<file path="config.mk">
export PLATFORM = sky130hd
export DESIGN_NAME = pwm_ramp_sequencer_flat
export DESIGN_NICKNAME = d
export VERILOG_FILES = /design/src/rtl/pwm_ramp_sequencer_if.sv /design/src/rtl/pwm_ramp_sequencer.sv /design/src/flat_wrapper.sv
export SDC_FILE = /design/constraint.sdc
export NUM_CORES = 1
export LEC_CHECK = 0
export ABC_AREA = 1
export BUFFER_PORTS_ARGS = -buffer_cell sky130_fd_sc_hd__buf_2
export CAP_MARGIN = 0
export CORE_UTILIZATION = 45
export CTS_CLUSTER_SIZE = 16
export DETAILED_ROUTE_END_ITERATION = 7
export MAX_ROUTING_LAYER = met4
export PLACE_DENSITY = 0.62
export SLEW_MARGIN = 15
export SYNTH_ARGS = -nofsm -noshare
export SYNTH_HDL_FRONTEND = slang
export SYNTH_SLANG_ARGS = --single-unit
</file>
<file path="constraint.sdc">
create_clock -name clk -period 4.7 [get_ports clk]
set_input_delay 0.705 -clock clk [delete_from_list [all_inputs] [get_ports clk]]
set_output_delay 0.705 -clock clk [all_outputs]
set_load 0.02 [all_outputs]
</file>
<file path="src/rtl/pwm_ramp_sequencer_if.sv">
// Command channel of pwm_ramp_sequencer: per-channel duty target and slew step
// offered with a valid/ready handshake.
interface pwm_ramp_sequencer_if #(
    parameter int CH_W = 2
);
    logic            cmd_valid;
    logic            cmd_ready;
    logic [CH_W-1:0] cmd_chan;
    logic [7:0]      cmd_target;
    logic [7:0]      cmd_step;

    modport master (output cmd_valid, output cmd_chan, output cmd_target, output cmd_step,
                    input  cmd_ready);
    modport slave  (input  cmd_valid, input  cmd_chan, input  cmd_target, input  cmd_step,
                    output cmd_ready);
endinterface

</file>
<file path="src/rtl/pwm_ramp_sequencer.sv">
// Per-frame duty slew sequencer feeding a bank of 8-bit PWM channels.
// Optional emergency stop input is compiled in when PWM_ESTOP_EN is defined.
module pwm_ramp_sequencer #(
    parameter int NUM_CH   = 4,
    parameter int TICK_DIV = 256,
    parameter int DUTY_MAX = 255,
    parameter int CH_W     = 2
) (
    input  logic                clk,
    input  logic                reset_n,
`ifdef PWM_ESTOP_EN
    input  logic                estop,
`endif
    pwm_ramp_sequencer_if.slave cmd,
    output logic [NUM_CH*8-1:0] duty_flat,
    output logic                busy,
    output logic [NUM_CH-1:0]   arrived,
    output logic                cmd_err,
    output logic                frame_tick
);
    localparam int              TW        = (TICK_DIV > 1) ? $clog2(TICK_DIV) : 1;
    localparam int              CHW1      = CH_W + 1;
    localparam logic [TW-1:0]   TICK_LAST = TW'(TICK_DIV - 1);
    localparam logic [TW-1:0]   TICK_PRE  = TW'(TICK_DIV - 2);
    localparam logic [CH_W:0]   NUM_CH_L  = CHW1'(NUM_CH);
    localparam logic [CH_W-1:0] LAST_IDX  = CH_W'(NUM_CH - 1);
    localparam logic [7:0]      DMAX      = 8'(DUTY_MAX);

    typedef enum logic [0:0] {ST_IDLE = 1'b0, ST_SCAN = 1'b1} state_t;

    state_t          r_state, w_state_nxt;
    logic [CH_W-1:0] r_idx, w_idx_nxt;
    logic [TW-1:0]   r_tick;
    logic            r_frame_tick;
    logic [7:0]      r_duty   [NUM_CH];
    logic [7:0]      r_target [NUM_CH];
    logic [7:0]      r_step   [NUM_CH];
    logic [7:0]      w_duty_nxt [NUM_CH];
    logic [8:0]      w_diff     [NUM_CH];
    logic [NUM_CH-1:0] r_arrived;
    logic            r_cmd_err;
    logic            w_estop, w_ready, w_accept, w_chan_ok;
    logic [7:0]      w_tgt_clamp, w_step_fix;

`ifdef PWM_ESTOP_EN
    assign w_estop = estop;
`else
    assign w_estop = 1'b0;
`endif

    assign w_ready        = (r_state == ST_IDLE) && !w_estop;
    assign cmd.cmd_ready  = w_ready;
    assign w_accept       = cmd.cmd_valid && w_ready;
    assign w_chan_ok      = ({1'b0, cmd.cmd_chan} < NUM_CH_L);
    assign w_tgt_clamp    = (cmd.cmd_target > DMAX) ? DMAX : cmd.cmd_target;
    assign w_step_fix     = (cmd.cmd_step == 8'd0) ? 8'd1 : cmd.cmd_step;
    assign frame_tick     = r_frame_tick;
    assign arrived        = r_arrived;
    assign cmd_err        = r_cmd_err;

    // Free-running frame counter; the strobe is registered one count early to line up with TICK_DIV-1.
    always_ff @(posedge clk or negedge reset_n) begin
        if (!reset_n) begin
            r_tick       <= {TW{1'b0}};
            r_frame_tick <= 1'b0;
        end else begin
            r_tick       <= (r_tick == TICK_LAST) ? {TW{1'b0}} : r_tick + {{(TW-1){1'b0}}, 1'b1};
            r_frame_tick <= (r_tick == TICK_PRE);
        end
    end

    // Sequencer state register.
    always_ff @(posedge clk or negedge reset_n) begin
        if (!reset_n) begin
            r_state <= ST_IDLE;
            r_idx   <= {CH_W{1'b0}};
        end else begin
            r_state <= w_state_nxt;
            r_idx   <= w_idx_nxt;
        end
    end

    // Next state: one frame strobe starts a scan that visits each channel once.
    always_comb begin
        w_state_nxt = r_state;
        w_idx_nxt   = r_idx;
        if (w_estop) begin
            w_state_nxt = ST_IDLE;
            w_idx_nxt   = {CH_W{1'b0}};
        end else begin
            case (r_state)
                ST_IDLE: begin
                    if (r_frame_tick) begin
                        w_state_nxt = ST_SCAN;
                        w_idx_nxt   = {CH_W{1'b0}};
                    end else begin
                        w_state_nxt = ST_IDLE;
                    end
                end
                ST_SCAN: begin
                    if (r_idx == LAST_IDX) begin
                        w_state_nxt = ST_IDLE;
                        w_idx_nxt   = {CH_W{1'b0}};
                    end else begin
                        w_idx_nxt   = r_idx + {{(CH_W-1){1'b0}}, 1'b1};
                    end
                end
                default: begin
                    w_state_nxt = ST_IDLE;
                    w_idx_nxt   = {CH_W{1'b0}};
                end
            endcase
        end
    end

    // Slew candidate per channel; the 9-bit distance keeps the step from overshooting or wrapping.
    always_comb begin
        for (int k = 0; k < NUM_CH; k++) begin
            w_diff[k]     = 9'd0;
            w_duty_nxt[k] = r_duty[k];
            if (r_duty[k] < r_target[k]) begin
                w_diff[k]     = {1'b0, r_target[k]} - {1'b0, r_duty[k]};
                w_duty_nxt[k] = (w_diff[k] <= {1'b0, r_step[k]}) ? r_target[k] : r_duty[k] + r_step[k];
            end else if (r_duty[k] > r_target[k]) begin
                w_diff[k]     = {1'b0, r_duty[k]} - {1'b0, r_target[k]};
                w_duty_nxt[k] = (w_diff[k] <= {1'b0, r_step[k]}) ? r_target[k] : r_duty[k] - r_step[k];
            end else begin
                w_duty_nxt[k] = r_duty[k];
            end
        end
    end

    // Channel registers: estop wins, then the scan update, then command capture (only in IDLE).
    always_ff @(posedge clk or negedge reset_n) begin
        if (!reset_n) begin
            for (int k = 0; k < NUM_CH; k++) begin
                r_duty[k]   <= 8'd0;
                r_target[k] <= 8'd0;
                r_step[k]   <= 8'd1;
            end
            r_arrived <= {NUM_CH{1'b0}};
            r_cmd_err <= 1'b0;
        end else begin
            r_arrived <= {NUM_CH{1'b0}};
            r_cmd_err <= 1'b0;
            if (w_estop) begin
                for (int k = 0; k < NUM_CH; k++) begin
                    r_duty[k]   <= 8'd0;
                    r_target[k] <= 8'd0;
                end
            end else if (r_state == ST_SCAN) begin
                for (int k = 0; k < NUM_CH; k++) begin
                    if (r_idx == CH_W'(k)) begin
                        r_duty[k]    <= w_duty_nxt[k];
                        r_arrived[k] <= (r_duty[k] != r_target[k]) && (w_duty_nxt[k] == r_target[k]);
                    end
                end
            end else if (w_accept) begin
                if (w_chan_ok) begin
                    for (int k = 0; k < NUM_CH; k++) begin
                        if (cmd.cmd_chan == CH_W'(k)) begin
                            r_target[k] <= w_tgt_clamp;
                            r_step[k]   <= w_step_fix;
                        end
                    end
                end else begin
                    r_cmd_err <= 1'b1;
                end
            end
        end
    end

    // Output packing and any-channel-moving flag.
    always_comb begin
        duty_flat = {(NUM_CH*8){1'b0}};
        busy      = 1'b0;
        for (int k = 0; k < NUM_CH; k++) begin
            duty_flat[8*k +: 8] = r_duty[k];
            busy                = busy | (r_duty[k] != r_target[k]);
        end
    end
endmodule

</file>
<file path="src/flat_wrapper.sv">
// flat-port wrapper written by rule: the top's interface ports become plain ports
module pwm_ramp_sequencer_flat 
#(
    parameter int NUM_CH   = 4,
    parameter int TICK_DIV = 256,
    parameter int DUTY_MAX = 255,
    parameter int CH_W     = 2
)
  (clk, reset_n, duty_flat, busy, arrived, cmd_err, frame_tick, cmd_cmd_valid, cmd_cmd_chan, cmd_cmd_target, cmd_cmd_step, cmd_cmd_ready);
  pwm_ramp_sequencer_if #(.CH_W(CH_W)) cmd_i ();
  input  logic clk;
  input  logic reset_n;
  output logic [NUM_CH*8-1:0] duty_flat;
  output logic busy;
  output logic [NUM_CH-1:0] arrived;
  output logic cmd_err;
  output logic frame_tick;
  input wire logic [$bits(cmd_i.cmd_valid)-1:0] cmd_cmd_valid;
  input wire logic [$bits(cmd_i.cmd_chan)-1:0] cmd_cmd_chan;
  input wire logic [$bits(cmd_i.cmd_target)-1:0] cmd_cmd_target;
  input wire logic [$bits(cmd_i.cmd_step)-1:0] cmd_cmd_step;
  output wire logic [$bits(cmd_i.cmd_ready)-1:0] cmd_cmd_ready;
  assign cmd_i.cmd_valid = cmd_cmd_valid;
  assign cmd_i.cmd_chan = cmd_cmd_chan;
  assign cmd_i.cmd_target = cmd_cmd_target;
  assign cmd_i.cmd_step = cmd_cmd_step;
  assign cmd_cmd_ready = cmd_i.cmd_ready;
  pwm_ramp_sequencer #(.NUM_CH(NUM_CH), .TICK_DIV(TICK_DIV), .DUTY_MAX(DUTY_MAX), .CH_W(CH_W)) u_core (.clk(clk), .reset_n(reset_n), .cmd(cmd_i), .duty_flat(duty_flat), .busy(busy), .arrived(arrived), .cmd_err(cmd_err), .frame_tick(frame_tick));
endmodule
</file>
==> out/results.ini <==
[run_status]
outcome = finished, final reports clean

[final_layout]
diodes = 0
finalInstanceArea_um2 = 13700
n_fill_cell = 2859
area_growth_pct = 6.96
drive_above_1_share_pct = 8.95
nets = 2095
seqCellArea_um2 = 2810
multiInputGateArea_um2 = 8780

[synthesis]
synth_seq_cells = 112
ys_warn_count = 0
ys_seq_area_share_pct = 21.9
syn_nets = 2063
synth.distinct_cells = 57
async_flop_share_pct = 100
synth_top_area_share_pct = 21.1
ys_top_cells_by_area = dfrtp_1 21%, ha_1 18%, nand2_1 14%
synth-main-ff-cell = dfrtp_1
synth.avg_cell_area_um2 = 6.96
synth-edff-count = 0
netlist_area_um2 = 12800
yosysTopAreaCell = dfrtp_1
synth.most_common_cell = nand2_1
netlist_instances = 1840
synth_commonest_cells = 494 x nand2_1, 246 x inv_1, 196 x nand3_1, 186 x ha_1, 126 x o21ai_0

[grt]
grt_pass1_vias = 11689
antenna_found_initial = 0
grt_first_pass_wirelength_um = 61500
grt-ovfl-total = 0
grt_usage_pct = 27.9
grt_max_degree = 57

[hold_path]
hp-class = input pin to asynchronous set/reset pin

[power]
powerDensity_nw_per_um2 = 337
leakage_nw = 7.49
p_total_mw = 4.62
max-vdd-ir-drop_mv = 0.210

[clock_network]
cts_root_buf = clkbuf_16
ctsHtreeMaxLevel = 3
cts.sinks = 112
cts_made_buffers = 9
cts.clk_slew.worst_paths_ps = 90
clock_latency_ps = 360
cts_tree = done
ctsResizeCount = 0
post-cts-setup-buffers = 0
cts_buffer_depth = 2
ctsHoldBuffers = 0

[timing]
min_period_over_period_pct = 87.4
skew_ps = 12.2
min_period_ps = 4110
finalSetupTns_ps = 0
hold_slack_ps = 414
tightest_slew_ps = 1010
setup_violations = 0
finalHoldViolations = 0
grt_setup_unrepaired = false
fmax_ghz = 0.244
relSlewSlack_pct = 32.1
fin_ws_ps = 594
slew_violations = 0

[detailed_routing]
drt_first_pass_iters = 5
avgViaCountPerCell = 5.38
drt-total-wl_um = 38400
drt_first_iter_violations = 931
drc = 0
routedWlPerCell_um = 17.0
ant_nets = 0
vias = 12134

[floorplan]
pin_count = 61
die_area_um2 = 29200
start_util_pct = 46.0
die_h_um = 171
row_count = 61
die_x_um = 171
core-area_um2 = 27900

[worst_setup_path]
arrival_ps = 4390
critPathKind = flop to flop
crit_path_start_kind = flop
crit_required_ps = 4990
reg2reg_slack_ps = 590
critPathMaxFanout = 10
end_kind = flop

[flow_run]
drv_cap = 0

[place]
dp_hpwl_um = 30800
dpl_cell_area_um2 = 13400
io_buffers = 59
preCtsSetupSlack_ps = 689
routabilityCongestion = 0.974

[final cells by class]
type | count | share of cell area [%]
multi-input combinational | 1420 | 64.1
tap | 378 | 3.45
timing repair buffer | 67 | 2.61
inverter | 262 | 7.19
sequential | 112 | 20.5
clock buffer | 10 | 1.74
clock inverter | 6 | 0.447
[cells by family (layout without fill, tap and decap cells)]
family          count (synthesis)  after routing  synth area share, %
buf+inv                       308            345                 9.72
fa+ha+maj                     202            202                 20.7
xor+xnor                       88             88                 6.02
flops                         112            112                 21.9
mux                             4              4                0.352
compound gates                287            287                 13.0
other cells                     1              1               0.0293
simple gates                  838            838                 28.3
[per-stage QoR]
step / cells / utilization, %
floorplan: 1840 / -
CTS: 2255 / 49.2
finish: 2255 / 49.2
global route: 2255 / 49.2
global placement: 2239 / 48.1
detailed placement: 2239 / 48.1
[power breakdown]
| group | switching, mW | total (mW) | internal (mW) | leakage, nW |
|---|---|---|---|---|
| combinational | 1.73 | 2.65 | 0.917 | 5.91 |
| sequential | 0.121 | 1.18 | 1.06 | 1.44 |
| clock | 0.402 | 0.790 | 0.388 | 0.144 |
[metal layers]
| layer | vias to the layer above | GRT usage (%) | share of wire [%] |
|---|---|---|---|
| met5 | - | - | 0 |
| met4 | 0 | 8.34 | 2.3 |
| met3 | 50 | 2.59 | 5.8 |
| met2 | 396 | 44.3 | 45 |
| met1 | 5651 | 37.6 | 47 |
| li1 | 6037 | - | - |
[cells in the final DEF (no fill, tap or decap), drive strengths merged, types with 3 or more instances in the layout]
cell,n
a21o,4
mux2,4
dfstp,4
a31oi,4
nor3,10
nand4,22
nor2,78
buf,67
fa,16
dfrtp,108
inv,260
nand2,520
o21bai,3
o211ai,14
a21oi,107
clkbuf,10
nand3,202
xnor2,15
ha,186
o21ai,139
clkinv,7
xor2,73
[path summary, 6_finish.rpt]
| check | start | end | depth (start not counted) |
|---|---|---|---|
| max | u_core.duty_flat[25]$_DFFE_PN0P_ | u_core.arrived[3]$_DFF_PN0_ | 24 |
| min | reset_n | u_core.r_step[13]$_DFFE_PN0P_ | 1 |
| max reg2reg | u_core.duty_flat[25]$_DFFE_PN0P_ | u_core.arrived[3]$_DFF_PN0_ | 24 |
| min reg2reg | u_core.r_tick[0]$_DFF_PN0_ | u_core.r_tick[0]$_DFF_PN0_ | 1 |
| max in group asynchronous | reset_n | u_core.duty_flat[28]$_DFFE_PN0P_ | 2 |
| min in group clk | u_core.r_tick[0]$_DFF_PN0_ | u_core.r_tick[0]$_DFF_PN0_ | 1 |
[worst max-delay path: stages (launching register included)]
cell and delay [ps]:
dfrtp_1 650, inv_1 110, ha_1 320, nand2_1 110, nor2_1 50, a211oi_1 300, o21ai_0 220, a21oi_1 180
nor2_1 50, nor2_1 110, xor2_1 90, ha_1 300, nand3_1 70, or3_1 300, nand2_1 240, nand2_2 210
inv_2 110, nand2_1 50, nand3_1 90, nand2_1 70, nand2_1 60, nand2_1 50, nor2_1 100, nand2_1 60
nor2_1 110
[state kept, by name, summed over array words and instances, names as in the netlist]
signal / cells
u_core.r_state: 1
u_core.r_step: 32
u_core.arrived: 4
u_core.r_idx: 2
u_core.frame_tick: 1
u_core.r_tick: 8
u_core.duty_flat: 32
u_core.r_target: 32
Note: power is estimated with default switching activity, not from simulation.
